File: src/rtl/flash_seq_pkg.sv
// Shared types and constants for the flash command sequencer: FSM states, JEDEC
// software-data-protect command bytes and the one-hot Address-block select codes.
package flash_seq_pkg;

    typedef enum logic [2:0] {
        StIdle,
        StCmdSetup,
        StCmdWe,
        StCmdRec,
        StPollOe,
        StPollChk,
        StRdOe,
        StFinish
    } state_e;

    localparam logic [7:0] CMD_UNLOCK1 = 8'hAA;
    localparam logic [7:0] CMD_UNLOCK2 = 8'h55;
    localparam logic [7:0] CMD_PROGRAM = 8'hA0;

    // Bit order matches {SelXXXX, SelHOLD, SelAAAA, Sel5555, SelAddr}.
    localparam logic [4:0] SEL_ADDR = 5'b00001;
    localparam logic [4:0] SEL_5555 = 5'b00010;
    localparam logic [4:0] SEL_AAAA = 5'b00100;
    localparam logic [4:0] SEL_HOLD = 5'b01000;
    localparam logic [4:0] SEL_XXXX = 5'b10000;

    typedef struct packed {
        logic [4:0] sel;
        logic [7:0] data;
    } bus_cmd_t;

    // Address select and data byte for write bus cycle k of the program sequence.
    function automatic bus_cmd_t cmd_step(input logic [1:0] k, input logic [7:0] wr_data);
        bus_cmd_t c;
        unique case (k)
            2'd0: begin c.sel = SEL_5555; c.data = CMD_UNLOCK1; end
            2'd1: begin c.sel = SEL_AAAA; c.data = CMD_UNLOCK2; end
            2'd2: begin c.sel = SEL_5555; c.data = CMD_PROGRAM; end
            2'd3: begin c.sel = SEL_ADDR; c.data = wr_data;     end
        endcase
        return c;
    endfunction

endpackage

File: src/rtl/flash_cmd_sequencer_if.sv
// Request/status handshake with the I2C controller, Address-block selects and the
// parallel flash bus, bundled for the command sequencer.
interface flash_cmd_sequencer_if;
    logic       StartWrite;
    logic       StartRead;
    logic [7:0] WrData;
    logic [7:0] FlashDQ_in;
    logic       SelAddr;
    logic       Sel5555;
    logic       SelAAAA;
    logic       SelHOLD;
    logic       SelXXXX;
    logic       IncrAddr;
    logic [7:0] FlashDQ_out;
    logic       FlashDQ_oe;
    logic       CE_n;
    logic       WE_n;
    logic       OE_n;
    logic [7:0] RdData;
    logic       Busy;
    logic       Done;
    logic       Error;

    modport master (
        output StartWrite, StartRead, WrData, FlashDQ_in,
        input  SelAddr, Sel5555, SelAAAA, SelHOLD, SelXXXX, IncrAddr,
        input  FlashDQ_out, FlashDQ_oe, CE_n, WE_n, OE_n, RdData, Busy, Done, Error
    );

    modport slave (
        input  StartWrite, StartRead, WrData, FlashDQ_in,
        output SelAddr, Sel5555, SelAAAA, SelHOLD, SelXXXX, IncrAddr,
        output FlashDQ_out, FlashDQ_oe, CE_n, WE_n, OE_n, RdData, Busy, Done, Error
    );
endinterface

File: src/rtl/flash_cycle_timer.sv
// Loadable 4-bit down-counter with a zero flag; times the WE_n and OE_n low phases.
module flash_cycle_timer (
    input  logic       clk_i,
    input  logic       rst_i,
    input  logic       load_i,
    input  logic [3:0] load_val_i,
    output logic       zero_o
);
    logic [3:0] cnt_q, cnt_d;

    always_comb begin
        cnt_d = cnt_q;
        if (load_i) begin
            cnt_d = load_val_i;
        end else if (cnt_q != 4'd0) begin
            cnt_d = cnt_q - 4'd1;
        end
    end

    always_ff @(posedge clk_i) begin
        if (rst_i) cnt_q <= 4'd0;
        else       cnt_q <= cnt_d;
    end

    assign zero_o = (cnt_q == 4'd0);
endmodule

File: src/rtl/flash_cmd_sequencer.sv
// Sequences flash bus cycles for byte-program (SDP unlock, program, DQ7 polling) and
// byte-read, and drives the one-hot select strobes of the Address block.
module flash_cmd_sequencer
    import flash_seq_pkg::*;
#(
    parameter int unsigned WE_PULSE = 2,
    parameter int unsigned RD_WAIT  = 2,
    parameter int unsigned POLL_MAX = 1024
) (
    input logic                  SCL,
    input logic                  Reset,
    flash_cmd_sequencer_if.slave bus
);
    // The timer counts down to zero, so a wait of N cycles loads N-1.
    localparam logic [3:0]  WePulseM1 = 4'(WE_PULSE - 1);
    localparam logic [3:0]  RdWaitM1  = 4'(RD_WAIT - 1);
    localparam logic [10:0] PollMax   = 11'(POLL_MAX);

    state_e      state_q, state_d;
    logic [1:0]  k_q, k_d;
    logic        rd_op_q, rd_op_d;
    logic [7:0]  wr_data_q, wr_data_d;
    logic [10:0] poll_cnt_q, poll_cnt_d;
    logic [7:0]  rd_data_q, rd_data_d;
    logic        error_q, error_d;
    logic        timer_load, timer_zero;
    logic [3:0]  timer_val;
    bus_cmd_t    cmd;
    logic [4:0]  sel;

    flash_cycle_timer u_timer (
        .clk_i      (SCL),
        .rst_i      (Reset),
        .load_i     (timer_load),
        .load_val_i (timer_val),
        .zero_o     (timer_zero)
    );

    always_ff @(posedge SCL) begin
        if (Reset) begin
            state_q    <= StIdle;
            k_q        <= 2'd0;
            rd_op_q    <= 1'b0;
            wr_data_q  <= 8'h00;
            poll_cnt_q <= 11'd0;
            rd_data_q  <= 8'h00;
            error_q    <= 1'b0;
        end else begin
            state_q    <= state_d;
            k_q        <= k_d;
            rd_op_q    <= rd_op_d;
            wr_data_q  <= wr_data_d;
            poll_cnt_q <= poll_cnt_d;
            rd_data_q  <= rd_data_d;
            error_q    <= error_d;
        end
    end

    always_comb begin
        state_d    = state_q;
        k_d        = k_q;
        rd_op_d    = rd_op_q;
        wr_data_d  = wr_data_q;
        poll_cnt_d = poll_cnt_q;
        rd_data_d  = rd_data_q;
        error_d    = error_q;
        timer_load = 1'b0;
        timer_val  = WePulseM1;
        unique case (state_q)
            StIdle: begin
                if (bus.StartWrite) begin
                    state_d    = StCmdSetup;
                    rd_op_d    = 1'b0;
                    wr_data_d  = bus.WrData;
                    k_d        = 2'd0;
                    poll_cnt_d = 11'd0;
                    error_d    = 1'b0;
                end else if (bus.StartRead) begin
                    state_d = StCmdSetup;
                    rd_op_d = 1'b1;
                    error_d = 1'b0;
                end
            end
            StCmdSetup: begin
                timer_load = 1'b1;
                if (rd_op_q) begin
                    state_d   = StRdOe;
                    timer_val = RdWaitM1;
                end else begin
                    state_d = StCmdWe;
                end
            end
            StCmdWe: if (timer_zero) state_d = StCmdRec;
            StCmdRec: begin
                if (k_q == 2'd3) begin
                    state_d    = StPollOe;
                    timer_load = 1'b1;
                    timer_val  = RdWaitM1;
                end else begin
                    k_d     = k_q + 2'd1;
                    state_d = StCmdSetup;
                end
            end
            StPollOe: if (timer_zero) state_d = StPollChk;
            StPollChk: begin
                if (bus.FlashDQ_in[7] == wr_data_q[7]) begin
                    state_d = StFinish;
                end else begin
                    poll_cnt_d = (poll_cnt_q == 11'h7FF) ? poll_cnt_q : poll_cnt_q + 11'd1;
                    if (poll_cnt_d >= PollMax) begin
                        error_d = 1'b1;
                        state_d = StIdle;
                    end else begin
                        state_d    = StPollOe;
                        timer_load = 1'b1;
                        timer_val  = RdWaitM1;
                    end
                end
            end
            StRdOe: begin
                if (timer_zero) begin
                    rd_data_d = bus.FlashDQ_in;
                    state_d   = StFinish;
                end
            end
            StFinish: state_d = StIdle;
            default:  state_d = StIdle;
        endcase
    end

    always_comb begin
        cmd             = cmd_step(k_q, wr_data_q);
        sel             = SEL_XXXX;
        bus.CE_n        = 1'b1;
        bus.WE_n        = 1'b1;
        bus.OE_n        = 1'b1;
        bus.FlashDQ_oe  = 1'b0;
        bus.FlashDQ_out = 8'h00;
        bus.Busy        = 1'b1;
        bus.Done        = 1'b0;
        bus.IncrAddr    = 1'b0;
        unique case (state_q)
            StIdle: bus.Busy = 1'b0;
            StCmdSetup, StCmdRec, StCmdWe: begin
                bus.CE_n = 1'b0;
                if (rd_op_q) begin
                    sel = SEL_ADDR;
                end else begin
                    sel             = cmd.sel;
                    bus.FlashDQ_oe  = 1'b1;
                    bus.FlashDQ_out = cmd.data;
                    bus.WE_n        = (state_q != StCmdWe);
                end
            end
            StPollOe: begin
                sel      = SEL_HOLD;
                bus.CE_n = 1'b0;
                bus.OE_n = 1'b0;
            end
            StPollChk: begin
                sel      = SEL_HOLD;
                bus.CE_n = 1'b0;
            end
            StRdOe: begin
                sel      = SEL_ADDR;
                bus.CE_n = 1'b0;
                bus.OE_n = 1'b0;
            end
            StFinish: begin
                bus.Done     = 1'b1;
                bus.IncrAddr = 1'b1;
            end
            default: bus.Busy = 1'b0;
        endcase
    end

    assign bus.SelAddr = sel[0];
    assign bus.Sel5555 = sel[1];
    assign bus.SelAAAA = sel[2];
    assign bus.SelHOLD = sel[3];
    assign bus.SelXXXX = sel[4];
    assign bus.RdData  = rd_data_q;
    assign bus.Error   = error_q;
endmodule

File: src/flat_wrapper.sv
// flat-port wrapper written by rule: the top's interface ports become plain ports
module flash_cmd_sequencer_flat import flash_seq_pkg::*;
#(
    parameter int unsigned WE_PULSE = 2,
    parameter int unsigned RD_WAIT  = 2,
    parameter int unsigned POLL_MAX = 1024
)
  (SCL, Reset, bus_StartWrite, bus_StartRead, bus_WrData, bus_FlashDQ_in, bus_SelAddr, bus_Sel5555, bus_SelAAAA, bus_SelHOLD, bus_SelXXXX, bus_IncrAddr, bus_FlashDQ_out, bus_FlashDQ_oe, bus_CE_n, bus_WE_n, bus_OE_n, bus_RdData, bus_Busy, bus_Done, bus_Error);
  flash_cmd_sequencer_if bus_i ();
  input logic SCL;
  input logic Reset;
  input wire logic [$bits(bus_i.StartWrite)-1:0] bus_StartWrite;
  input wire logic [$bits(bus_i.StartRead)-1:0] bus_StartRead;
  input wire logic [$bits(bus_i.WrData)-1:0] bus_WrData;
  input wire logic [$bits(bus_i.FlashDQ_in)-1:0] bus_FlashDQ_in;
  output wire logic [$bits(bus_i.SelAddr)-1:0] bus_SelAddr;
  output wire logic [$bits(bus_i.Sel5555)-1:0] bus_Sel5555;
  output wire logic [$bits(bus_i.SelAAAA)-1:0] bus_SelAAAA;
  output wire logic [$bits(bus_i.SelHOLD)-1:0] bus_SelHOLD;
  output wire logic [$bits(bus_i.SelXXXX)-1:0] bus_SelXXXX;
  output wire logic [$bits(bus_i.IncrAddr)-1:0] bus_IncrAddr;
  output wire logic [$bits(bus_i.FlashDQ_out)-1:0] bus_FlashDQ_out;
  output wire logic [$bits(bus_i.FlashDQ_oe)-1:0] bus_FlashDQ_oe;
  output wire logic [$bits(bus_i.CE_n)-1:0] bus_CE_n;
  output wire logic [$bits(bus_i.WE_n)-1:0] bus_WE_n;
  output wire logic [$bits(bus_i.OE_n)-1:0] bus_OE_n;
  output wire logic [$bits(bus_i.RdData)-1:0] bus_RdData;
  output wire logic [$bits(bus_i.Busy)-1:0] bus_Busy;
  output wire logic [$bits(bus_i.Done)-1:0] bus_Done;
  output wire logic [$bits(bus_i.Error)-1:0] bus_Error;
  assign bus_i.StartWrite = bus_StartWrite;
  assign bus_i.StartRead = bus_StartRead;
  assign bus_i.WrData = bus_WrData;
  assign bus_i.FlashDQ_in = bus_FlashDQ_in;
  assign bus_SelAddr = bus_i.SelAddr;
  assign bus_Sel5555 = bus_i.Sel5555;
  assign bus_SelAAAA = bus_i.SelAAAA;
  assign bus_SelHOLD = bus_i.SelHOLD;
  assign bus_SelXXXX = bus_i.SelXXXX;
  assign bus_IncrAddr = bus_i.IncrAddr;
  assign bus_FlashDQ_out = bus_i.FlashDQ_out;
  assign bus_FlashDQ_oe = bus_i.FlashDQ_oe;
  assign bus_CE_n = bus_i.CE_n;
  assign bus_WE_n = bus_i.WE_n;
  assign bus_OE_n = bus_i.OE_n;
  assign bus_RdData = bus_i.RdData;
  assign bus_Busy = bus_i.Busy;
  assign bus_Done = bus_i.Done;
  assign bus_Error = bus_i.Error;
  flash_cmd_sequencer #(.WE_PULSE(WE_PULSE), .RD_WAIT(RD_WAIT), .POLL_MAX(POLL_MAX)) u_core (.SCL(SCL), .Reset(Reset), .bus(bus_i));
endmodule
File: config.mk
export PLATFORM = sky130hd
export DESIGN_NAME = flash_cmd_sequencer_flat
export DESIGN_NICKNAME = d
export VERILOG_FILES = /design/src/rtl/flash_seq_pkg.sv /design/src/rtl/flash_cmd_sequencer_if.sv /design/src/rtl/flash_cycle_timer.sv /design/src/rtl/flash_cmd_sequencer.sv /design/src/flat_wrapper.sv
export SDC_FILE = /design/constraint.sdc
export NUM_CORES = 1
export LEC_CHECK = 0
export BUFFER_PORTS_ARGS = -buffer_cell sky130_fd_sc_hd__buf_2
export CORE_MARGIN = 10
export CORE_UTILIZATION = 48
export DETAILED_ROUTE_END_ITERATION = 7
export PLACE_DENSITY_LB_ADDON = 0.15
export SYNTH_ARGS = -nofsm -noshare
export SYNTH_HDL_FRONTEND = slang
export SYNTH_SLANG_ARGS = --single-unit
export TNS_END_PERCENT = 1
File: constraint.sdc
create_clock -name SCL -period 1.7 [get_ports SCL]
set_clock_uncertainty 0.15 [all_clocks]
set_input_delay 0.17 -clock SCL [delete_from_list [all_inputs] [get_ports SCL]]
set_output_delay 0.17 -clock SCL [all_outputs]
set_load 0.03 [all_outputs]
### Yosys cells after proc, flatten, opt, wreduce, memory -nomap -nowiden

Cells that the tools add are included.
Widths: inputs -> output; s select.

* add/subtract/negate cells: 3
* magnitude comparators: 1
* eq/ne operators: 21
* muxes and demuxes: 43
* reduce and logical (&&, ||, !) cells: 20

Operators with widths (count)
* $pmux 13 s4: 1
* $mux 11: 3
* $mux 3: 9
* $pmux 3 s8: 1
* $pmux 11 s2: 1
* $mux 1: 19
* $mux 8: 2
* $pmux 5 s3: 1
* $eq 3x3->1 const B: 4
* $add 11x1->11 const B: 1
* $eq 11x11->1 const B: 1
* $ge 11x11->1 const B: 1
* $ne 2x1->1 const B: 4
* $reduce_and 4->1: 2
* $reduce_bool 2->1: 4
* $eq 3x2->1 const B: 2
* $ne 2x2->1 const B: 3
* $reduce_and 2->1: 3
* $reduce_and 3->1: 2
* $reduce_or 2->1: 3
* $reduce_or 6->1: 1
* $mux 5: 1
* $eq 2x2->1 const B: 2
* $logic_not 4->1: 1
* other kinds (15): 16

* register bits after elaboration: 38

### Longest topological paths before layout

Gate-level depths: netlist of the first run.

* word-level depth: 7
* gate-level depth with buffers: 7
* depth with buffers taken out: 6

### Hierarchy

From an unflattened synthesis of the first run, not the netlist that was laid out.

* cells, all modules: 261
* area total of the unflattened synthesis: 2033.2 sq um

By module, submodules not included
* flash_cmd_sequencer: instances 1, cells each 237, area an instance 1804.2 sq um, seq. area each 680.7 sq um
* flash_cycle_timer: instances 1, cells each 24, area an instance 229.0 sq um, seq. area each 80.1 sq um

### Least setup slack after synthesis of the first run

Ideal clock, no wire load.

* path kind: reg-to-output
* from: reg u_core.k_q[0]
* to: out bus_SelAddr
* data arrival time: 1.653 ns
* data required time: 1.380 ns
* path slack: -0.273 ns
* cell stages (with the launch flop): 5
* path buffers: 1
* cell sequence: dfxtp_1 > ha_1 > clkbuf_1 > nor3_1 > a211oi_1

* cells in the longest elaborated chain, start to end: 4
* elaborated cells between the ends (all ways): 7
* those cells by class: eq/ne: 3; mux: 3; reduce/logical: 1

RTL lines
* start, declared: line flash_cmd_sequencer.sv:20 `logic [1:0] k_q, k_d;`
* start signal, assigned: line flash_cmd_sequencer.sv:50 `k_q <= k_d;`
* $eq 2x2->1, or another cell as far along: line flash_seq_pkg.sv:35 `unique case (k)`
* $pmux 13 s4 (*): line flash_seq_pkg.sv:35
* $mux 5 (*): line flash_cmd_sequencer.sv:146 `if (rd_op_q) begin`
* $pmux 5 s3 (*): line flash_cmd_sequencer.sv:142 `unique case (state_q)`
* end, declared: line flat_wrapper.sv:16 `output wire logic [$bits(bus_i.SelAddr)-1:0] bus_SelAddr;`

Every way passes the cells marked *; elsewhere a longest branch is shown, timed or not. The select of a mux whose other input is x is not followed.

### Worst setup path in the final report of the first run

* from: reg u_core.k_q[0]
* to: out bus_FlashDQ_out[2]

* cells in the longest elaborated chain, start to end: 4
* elaborated cells between the ends (all ways): 7
* those cells by class: eq/ne: 3; mux: 3; reduce/logical: 1

RTL lines
* $eq 2x2->1, or another cell as far along: line flash_seq_pkg.sv:35
* $pmux 13 s4 (*): line flash_seq_pkg.sv:35
* $mux 8 (*): line flash_cmd_sequencer.sv:146
* $mux 8 (*): line flash_cmd_sequencer.sv:142
* end, declared: line flat_wrapper.sv:22 `output wire logic [$bits(bus_i.FlashDQ_out)-1:0] bus_FlashDQ_out;`

Marks and branches as above.

==> results of run 1 <==
[cell type report]
class                   count  area [µm²]
flip-flops and latches     38         773
inverters                  10        45.0
fillers                   257         714
clock inverters             3        45.0
multi-input cells         193        1370
clock buffers               5        68.8
repair buffers            117         950
well taps                  50        62.6
[critical path, cell delays in order (launching register included)]
cell     delay [ns]
dfxtp_2        0.37
ha_2           0.26
buf_4          0.15
nand3_1        0.16
a21oi_4        0.23
buf_6          0.16
[through the flow]
| step | instances | instance area [µm²] | TNS (ns) |
|---|---|---|---|
| 3_5_place_dp | 381 | 2590 | -0.308 |
| 5_1_grt | 416 | 3310 | -5.08 |
| 4_1_cts | 412 | 3130 | -1.85 |
| 6_report | 416 | 3310 | -2.92 |
| 2_1_floorplan | 255 | 2020 | -1.14 |
| 3_3_place_gp | 381 | 2590 | -0.0186 |
[cells by family after synthesis]
| group | after synthesis | share of synthesized area |
|---|---|---|
| compound gates | 64 | 0.184 |
| xor+xnor | 4 | 0.0211 |
| fa+ha+maj | 5 | 0.0311 |
| buf+inv | 24 | 0.0503 |
| flops | 38 | 0.378 |
| mux | 9 | 0.0453 |
| simple gates | 111 | 0.290 |
[final timing paths]
| kind | startpoint | end | slack (ns) | cells past startpoint |
|---|---|---|---|---|
| max reg2reg | u_core.state_q[2]$_SDFFE_PP0P_ | u_core.poll_cnt_q[2]$_SDFFE_PP0P_ | -0.13 | 6 |
| max | u_core.k_q[0]$_SDFFE_PP0P_ | bus_FlashDQ_out[2] | -0.25 | 5 |
| min reg2reg | u_core.bus.Error$_SDFFE_PP0P_ | u_core.bus.Error$_SDFFE_PP0P_ | 0.32 | 2 |
| min | bus_FlashDQ_in[7] | u_core.bus.RdData[7]$_SDFFE_PP0P_ | 0.05 | 3 |
[sequential cells by signal, indices dropped and copies added, names as in the netlist]
| signal | flops |
|---|---|
| u_core.bus.RdData | 8 |
| u_core.rd_op_q | 1 |
| u_core.bus.Error | 1 |
| u_core.poll_cnt_q | 11 |
| u_core.k_q | 2 |
| u_core.state_q | 3 |
| u_core.wr_data_q | 8 |
| u_core.u_timer.cnt_q | 4 |
[synth_stat cells (4+ instances only)]
master    number
a211oi_1       4
a21oi_1       38
and3_1         4
buf_2          6
clkbuf_1       6
dfxtp_1       38
ha_1           5
inv_1         10
mux2i_1        8
nand2_1       24
nand3_1       15
nor2_1        27
nor2b_1        5
nor3_1         9
o21ai_0        7
or3_1          5
[layer usage]
metal  vias to the layer above  GRT usage  share of wire
li1                       1127          -              -
met1                      1136      0.202           0.38
met2                       105      0.298           0.51
met3                        27     0.0493          0.069
met4                         0     0.0614          0.035
met5                         -          0              0
[what timing repair did]
item                                   4_1_cts  5_1_grt
endpoints found under the hold margin       16        0
setup buffers                                7        4
resized for setup                           65       37
pin swaps                                    7        7
hold buffers                                16        0
setup endpoints to repair                   35       48
[power groups by stage]
stage / registers [mW] / clock network (mW) / logic [mW]
floorplan: 1.08 / 0 / 0.849
CTS: 1.08 / 0.792 / 1.65
global placement: 1.09 / 0 / 1.29
global route: 1.10 / 0.832 / 1.96
detailed placement: 1.09 / 0 / 1.30
finish: 1.09 / 0.798 / 1.84
==> results_dict.tcl, run 1 <==
set metrics [dict create \
    p_seq_frac 0.292 \
    area_growth_syn_to_layout_pct 64.5 \
    comb_power_share 0.493 \
    setup_slack_ns -0.252 \
    gp_congestion 0.853 \
    overflow 0 \
    yosys.area.top_type "dfxtp_1" \
    fp.dieArea_um2 7190 \
    pwr-share-clk 0.214 \
    via_per_inst 5.76 \
    crit_arrival_ns 1.63 \
    grt_first_pass_wirelength_um 10600 \
    cts_tree "done" \
    max_freq_mhz 512 \
    yosys_most_used_dff "dfxtp_1" \
    syn-cell-area_um2 2010 \
    finalHoldViolCount 0 \
    p_sw_mw 1.43 \
    seq_area_frac_synth 0.378 \
    routedWlPerCell_um 17.8 \
    wl_um 7390 \
    path_class "register to output pin" \
    synth-edff-count 0 \
    drc 0 \
    h-tree-depth 2 \
    path_clk_slew_ns 0.09 \
    insertion_delay_ns 0.30 \
    place_ws_ns -0.0569 \
    slew-limit-headroom 0.652 \
    firstDrtPassIters 5 \
    io_pins 49 \
    vias 2395 \
    yosys-top-cells-area "dfxtp_1 38%, a21oi_1 9.4%, nor2_1 5.0%, nand2_1 4.5%, mux2i_1 4.0%" \
    mappedNetlistNets 280 \
    min_period_over_period 1.15 \
    grt_pass1_vias 2255 \
    final_cell_mix "45 x buf_4, 32 x buf_2, 32 x dfxtp_1" \
    async_flop_share 0 \
    synth_top_area_frac 0.378 \
    setup.worst_path.end_class "output pin" \
    ys_ff_latch 38 \
    syn_inst 255 \
    start_util 0.500 \
    chipHeight_um 84.8 \
    min_path_type "input pin to register" \
    cp_max_fo 6 \
    final_max_slew_viol_count 0 \
    track_usage 0.174 \
    port_buffers 48 \
    power_mw 3.72 \
    dp_hpwl_um 4160 \
    antenna_found_initial 0 \
    ir_worst_vdd_v 0.000576 \
    drtAntennaViolNets 0 \
    rows 23 \
    coreArea_um2 4030 \
    worst_pin_slew_ns 0.522 \
    dieWidth_um 84.8 \
    diodes 0 \
    grt_max_degree 27 \
    drtIter0Drc 154 \
    drive_gt1_frac 0.454 \
    power_density_nw_per_um2 1120 \
    cp.required_ns 1.38 \
    syn_avg_cell_area_um2 7.90 \
    final_common_cell "buf_4" \
    clockBufferDepth 2 \
    postLayoutCoreUtil 0.823 \
    synthDistinctLibCells 48 \
    p_leak_nw 1.34 \
    critPathLaunchType "register" \
    rsz0062_at_grt "true" \
    violations "setup timing" \
    synth_warnings 0 \
    numCtsBuffers 5 \
    intPower_mw 2.29 \
    outcome "finished, violations left" \
    cts.sinks 38 \
    finalSetupViolations 38 \
    maxCapViolCount 0 \
    layout.nets 390 \
    root_buffer "clkbuf_8" \
    hold_ws_ns 0.0546 \
    sw_frac_of_total 0.383 \
    post-route-min-period_ns 1.95 \
]
(Power assumes the default switching activity.)
==> run 2, diff against run 1 <==
- CTS_BUF_LIST: not set -> sky130_fd_sc_hd__clkbuf_16
==> run 2 against run 1 <==
The flow still finishes with violations (setup timing); core utilization is 0.68 points lower; clock power is 35% higher; worst setup slack better by 0.058 ns; flip-flop and latch count stayed put; register-to-register slack better by 0.05 ns; sequential share of layout area is 0.16 points higher; non-clock buffer count is 3 lower; fmax is 3.1% higher; final area is 0.83% lower; routed wire length is 1.4% lower; count of clock-buffer cells in the layout stayed put; critical path type unchanged.
==> results_dict.tcl, run 2 (synthesis results as in run 1) <==
set metrics [dict create \
    outcome "finished, violations left" \
    violations "setup timing" \
    grt_max_degree 27 \
    critPathLaunchType "register" \
    track_usage 0.189 \
    power_density_nw_per_um2 1200 \
    largest_reg_flops 11 \
    h-tree-depth 2 \
    path_class "register to output pin" \
    dp.cells 381 \
    drtAntennaViolNets 0 \
    place_ws_ns -0.0569 \
    largest-register "u_core.poll_cnt_q" \
    drtIter0Drc 160 \
    cts_tree "done" \
    clockBufferDepth 2 \
    finalSetupViolations 30 \
    numCtsBuffers 5 \
    coreArea_um2 4030 \
    routedWlPerCell_um 17.6 \
    fill_cells 256 \
    tns_ns -2.41 \
    vias 2325 \
    chipHeight_um 84.8 \
    cts.sinks 38 \
    min_period_over_period 1.11 \
    slew-limit-headroom 0.639 \
    overflow 0 \
    final_common_cell "buf_4" \
    root_buffer "clkbuf_16" \
    grt_first_pass_wirelength_um 11300 \
    power_mw 3.95 \
    gp_congestion 0.853 \
    placed_area_um2 2590 \
    final_cell_mix "46 x buf_4, 33 x dfxtp_1, 30 x a21oi_1, 30 x buf_2, 24 x nand2_1" \
    ir_worst_vdd_v 0.000653 \
    rows 23 \
    p_leak_nw 1.34 \
    worst_pin_slew_ns 0.542 \
    maxCapViolCount 0 \
    finalHoldViolCount 0 \
    layout.nets 387 \
    hold_ws_ns 0.0767 \
    area_growth_syn_to_layout_pct 63.2 \
    cp_max_fo 6 \
    post-route-min-period_ns 1.89 \
    final_max_slew_viol_count 0 \
    wl_um 7290 \
    fin_cells 413 \
    cp.required_ns 1.38 \
    drive_gt1_frac 0.419 \
    grt_pass1_vias 2340 \
    fp.dieArea_um2 7190 \
    fin_area_um2 3290 \
    drc 0 \
    diodes 0 \
    antenna_found_initial 0 \
    setup.worst_path.end_class "output pin" \
    rr_startpoint "u_core.state_q[2]$_SDFFE_PP0P_" \
    setup_slack_ns -0.194 \
    worstHoldStart "bus_FlashDQ_in[7]" \
    via_per_inst 5.63 \
    io_pins 49 \
    crit_arrival_ns 1.57 \
    path_clk_slew_ns 0.06 \
    port_buffers 48 \
    start_util 0.500 \
    rsz0062_at_grt "true" \
    firstDrtPassIters 4 \
    dp_hpwl_um 4160 \
    min_path_type "input pin to register" \
    max_freq_mhz 528 \
    postLayoutCoreUtil 0.816 \
    insertion_delay_ns 0.28 \
    dieWidth_um 84.8 \
    crit_start "u_core.k_q[1]$_SDFFE_PP0P_" \
]
-- run 2: cell types whose count changed in the layout (fill, tap and decap cells not counted), moves of 2 or more --
cell / previous run / this run
clkbuf_16: 0 / 5
clkbuf_8: 5 / 0
a21oi_1: 27 / 30
a21oi_2: 7 / 5
buf_2: 32 / 30
clkinvlp_4: 4 / 2
nor2b_1: 5 / 3
-- run 2: cell type report --
cell class                 count  area [µm²]  share of cell area
multi-input combinational    193        1330               0.404
tap                           50        62.6              0.0190
sequential                    38         772               0.235
inverter                      10        37.5              0.0114
clock buffer                   5         125              0.0381
clock inverter                 3        45.0              0.0137
timing repair buffer         114         916               0.279
-- run 2: final timing paths --
path | to | slack [ns] | cells past startpoint
max | bus_FlashDQ_out[0] | -0.19 | 5
min | u_core.bus.RdData[7]$_SDFFE_PP0P_ | 0.08 | 3
max reg2reg | u_core.poll_cnt_q[8]$_SDFFE_PP0P_ | -0.08 | 5
min reg2reg | u_core.bus.Error$_SDFFE_PP0P_ | 0.31 | 2
-- run 2: critical path: stages (launching register included) --
cell and delay [ns]:
dfxtp_2 0.35, buf_4 0.17, inv_1 0.17, nand2_1 0.22
a21oi_2 0.21, buf_6 0.16
-- run 2: where the power goes --
group	internal, mW	total, mW	switching, mW
Clock	0.692	1.08	0.387
Combinational	0.838	1.78	0.941
Sequential	0.993	1.09	0.0991
-- run 2: what timing repair did --
action | in CTS | in global routing
resized for setup | 63 | 28
pin swaps | 8 | 3
endpoints found under the hold margin | 16 | 0
hold buffers | 16 | 0
endpoints found under the setup margin | 33 | 49
setup buffers | 7 | 1
-- run 2: layer usage --
metal  vias up  global-route usage  part of all wire
li1       1119                   -                 -
met1      1104               0.205              0.39
met2        81               0.332              0.52
met3        21              0.0522             0.058
met4         0              0.0853             0.035
met5         -                   0                 0
==> run 3, diff against run 2 <==
- CORE_UTILIZATION: 48 -> 53
- clock period: 1.7 -> 2 ns (I/O delays scaled with it)
==> run 3 against run 2 <==
The run ends with hold timing left; global-route usage fell by 3.2 points; critical path depth did not move; non-clock buffer count fell by 51; sequential share of layout area rose by 5.7 points; via count fell by 13%; core utilization fell by 10 points; sequential power fell by 17%; largest cell class unchanged.
==> results_dict.tcl, run 3 (synthesis results as in run 1) <==
set metrics [dict create \
    overflow 0 \
    wl_met1_um 2300 \
    rr_startpoint "u_core.state_q[0]$_SDFFE_PP0P_" \
    track_usage 0.157 \
    largest-register "u_core.poll_cnt_q" \
    rsz0062_at_grt "true" \
    vias 2028 \
    power_density_nw_per_um2 1150 \
    pwr-share-clk 0.343 \
    slowest_stage "dfxtp_1" \
    route.met2.wl_um 2470 \
    crit_top_cell "buf_4" \
    final_common_cell "buf_2" \
    drtAntennaViolNets 0 \
    crit_arrival_ns 1.60 \
    antenna_found_initial 0 \
    drc 0 \
    finalHoldViolCount 2 \
    max_stage_delay_ns 0.44 \
    grt_max_degree 36 \
    largest_reg_flops 11 \
    p_leak_nw 1.07 \
    setup_slack_ns 0.0533 \
    fin_area_um2 2600 \
    hold_ws_ns -0.00206 \
    slew-limit-headroom 0.524 \
    cts_resized 2 \
    postLayoutCoreUtil 0.711 \
    insertion_delay_ns 0.28 \
    max_freq_mhz 514 \
    cp.required_ns 1.65 \
    worst_pin_slew_ns 0.714 \
    min_path_type "input pin to register" \
    cts_hold_buf 0 \
    routedWlPerCell_um 14.6 \
    violations "hold timing" \
    placed_area_um2 2380 \
    critPathLaunchType "register" \
    top_layer "met4" \
    p_seq_frac 0.303 \
    reg2reg_to "u_core.poll_cnt_q[7]$_SDFFE_PP0P_" \
    ir_worst_vdd_v 0.000559 \
    wl_met3_um 410 \
    outcome "finished, violations left" \
    r2r_slack_ns 0.18 \
    start_util 0.550 \
    finalSetupViolations 0 \
    worstHoldStart "bus_FlashDQ_in[3]" \
    root_buffer "clkbuf_16" \
    dp_hpwl_um 3800 \
    path_class "register to output pin" \
    sw_frac_of_total 0.345 \
    ff2ff_path_depth 5 \
    port_buffers 48 \
    chipHeight_um 81.7 \
    post_cts_buffers 0 \
    coreArea_um2 3660 \
    comb_power_share 0.354 \
    place_ws_ns 0.177 \
    drtIter0Drc 109 \
    hold_depth 3 \
    dieWidth_um 81.7 \
    gp_congestion 0.877 \
    io_pins 49 \
    worstPathCellList "buf_4 > o21ai_2 > buf_4 > a21oi_1 > buf_4" \
    area_growth_syn_to_layout_pct 29.2 \
    wl_um 5260 \
    min_period_over_period 0.973 \
    cp_max_fo 10 \
    path_clk_slew_ns 0.06 \
    numCtsBuffers 5 \
    layout.nets 336 \
    final_cell_mix "47 x buf_2, 38 x dfxtp_1, 37 x a21oi_1" \
    cts_tree "done" \
    grt_pass1_vias 1866 \
    h-tree-depth 2 \
    p_sw_mw 1.04 \
    setup.worst_path.end_class "output pin" \
    intPower_mw 1.97 \
    via_per_inst 5.63 \
    fp.dieArea_um2 6670 \
    final_max_slew_viol_count 0 \
    diodes 0 \
    whs_endpoint "u_core.bus.RdData[3]$_SDFFE_PP0P_" \
    grt_first_pass_wirelength_um 8380 \
    maxCapViolCount 0 \
    firstDrtPassIters 4 \
    drive_gt1_frac 0.285 \
    clockBufferDepth 2 \
    post-route-min-period_ns 1.95 \
    cts.sinks 38 \
    rows 22 \
]
run 3: cell types whose count changed in the layout (fill, tap and decap cells not counted), moves of 4 or more:
cell           before  now
buf_2              30   47
buf_6              20    0
dlygate4sd3_1      16    0
dfxtp_1            33   38
a21oi_1            30   37
a21oi_2             5    1
buf_4              46   15
run 3: worst max-delay path by stage:
stage                                            from                                end  cells after the start  slack [ns]
floorplan              u_core.state_q[1]$_SDFFE_PP0P_                        bus_SelAAAA                      4        0.09
global placement       u_core.state_q[0]$_SDFFE_PP0P_  u_core.poll_cnt_q[7]$_SDFFE_PP0P_                      5        0.23
detailed placement  u_core.poll_cnt_q[0]$_SDFFE_PP0P_      u_core.bus.Error$_SDFFE_PP0P_                      5        0.18
CTS                    u_core.state_q[2]$_SDFFE_PP0P_                 bus_FlashDQ_out[5]                      6       0.002
global route           u_core.state_q[0]$_SDFFE_PP0P_                 bus_FlashDQ_out[5]                      5       -0.02
finish                 u_core.state_q[0]$_SDFFE_PP0P_                 bus_FlashDQ_out[5]                      5        0.05
run 3: layer usage:
layer,vias up,global-route usage
met5,-,0
met4,0,0.0544
met3,9,0.0622
met2,49,0.254
met1,946,0.186
li1,1024,-
run 3: power groups by stage:
stage / clock network, mW / registers, mW / logic (mW)
2_1_floorplan: 0 / 0.917 / 0.722
3_3_place_gp: 0 / 0.921 / 1.01
3_5_place_dp: 0 / 0.925 / 1.03
4_1_cts: 1.04 / 0.909 / 1.06
5_1_grt: 1.08 / 0.921 / 1.18
6_report: 1.03 / 0.910 / 1.06
run 3: critical path: cells and delay by family, from the launching register on:
| family | cells | cell delay (ns) |
|---|---|---|
| buffers and inverters | 3 | 0.59 |
| flip-flops | 1 | 0.44 |
| AO/OA/AOI/OAI | 2 | 0.28 |
run 3: through the flow:
| stage | instances | setup TNS (ns) | total power, mW | hold slack, ns |
|---|---|---|---|---|
| floorplan | 255 | 0 | 1.64 | 0.186 |
| global route | 360 | -0.0227 | 3.18 | 0.00350 |
| detailed placement | 352 | 0 | 1.96 | 0.292 |
| global placement | 352 | 0 | 1.94 | 0.283 |
| CTS | 360 | 0 | 3.00 | 0.00160 |
| finish | 360 | 0 | 3.00 | -0.00206 |
run 3: cell type report:
| class | instances | area [µm²] |
|---|---|---|
| clock buffer | 5 | 125 |
| tap | 48 | 60.1 |
| multi-input combinational | 193 | 1180 |
| inverter | 10 | 37.5 |
| clock inverter | 3 | 68.8 |
| fill | 294 | 1060 |
| timing repair buffer | 63 | 368 |
| sequential | 38 | 761 |
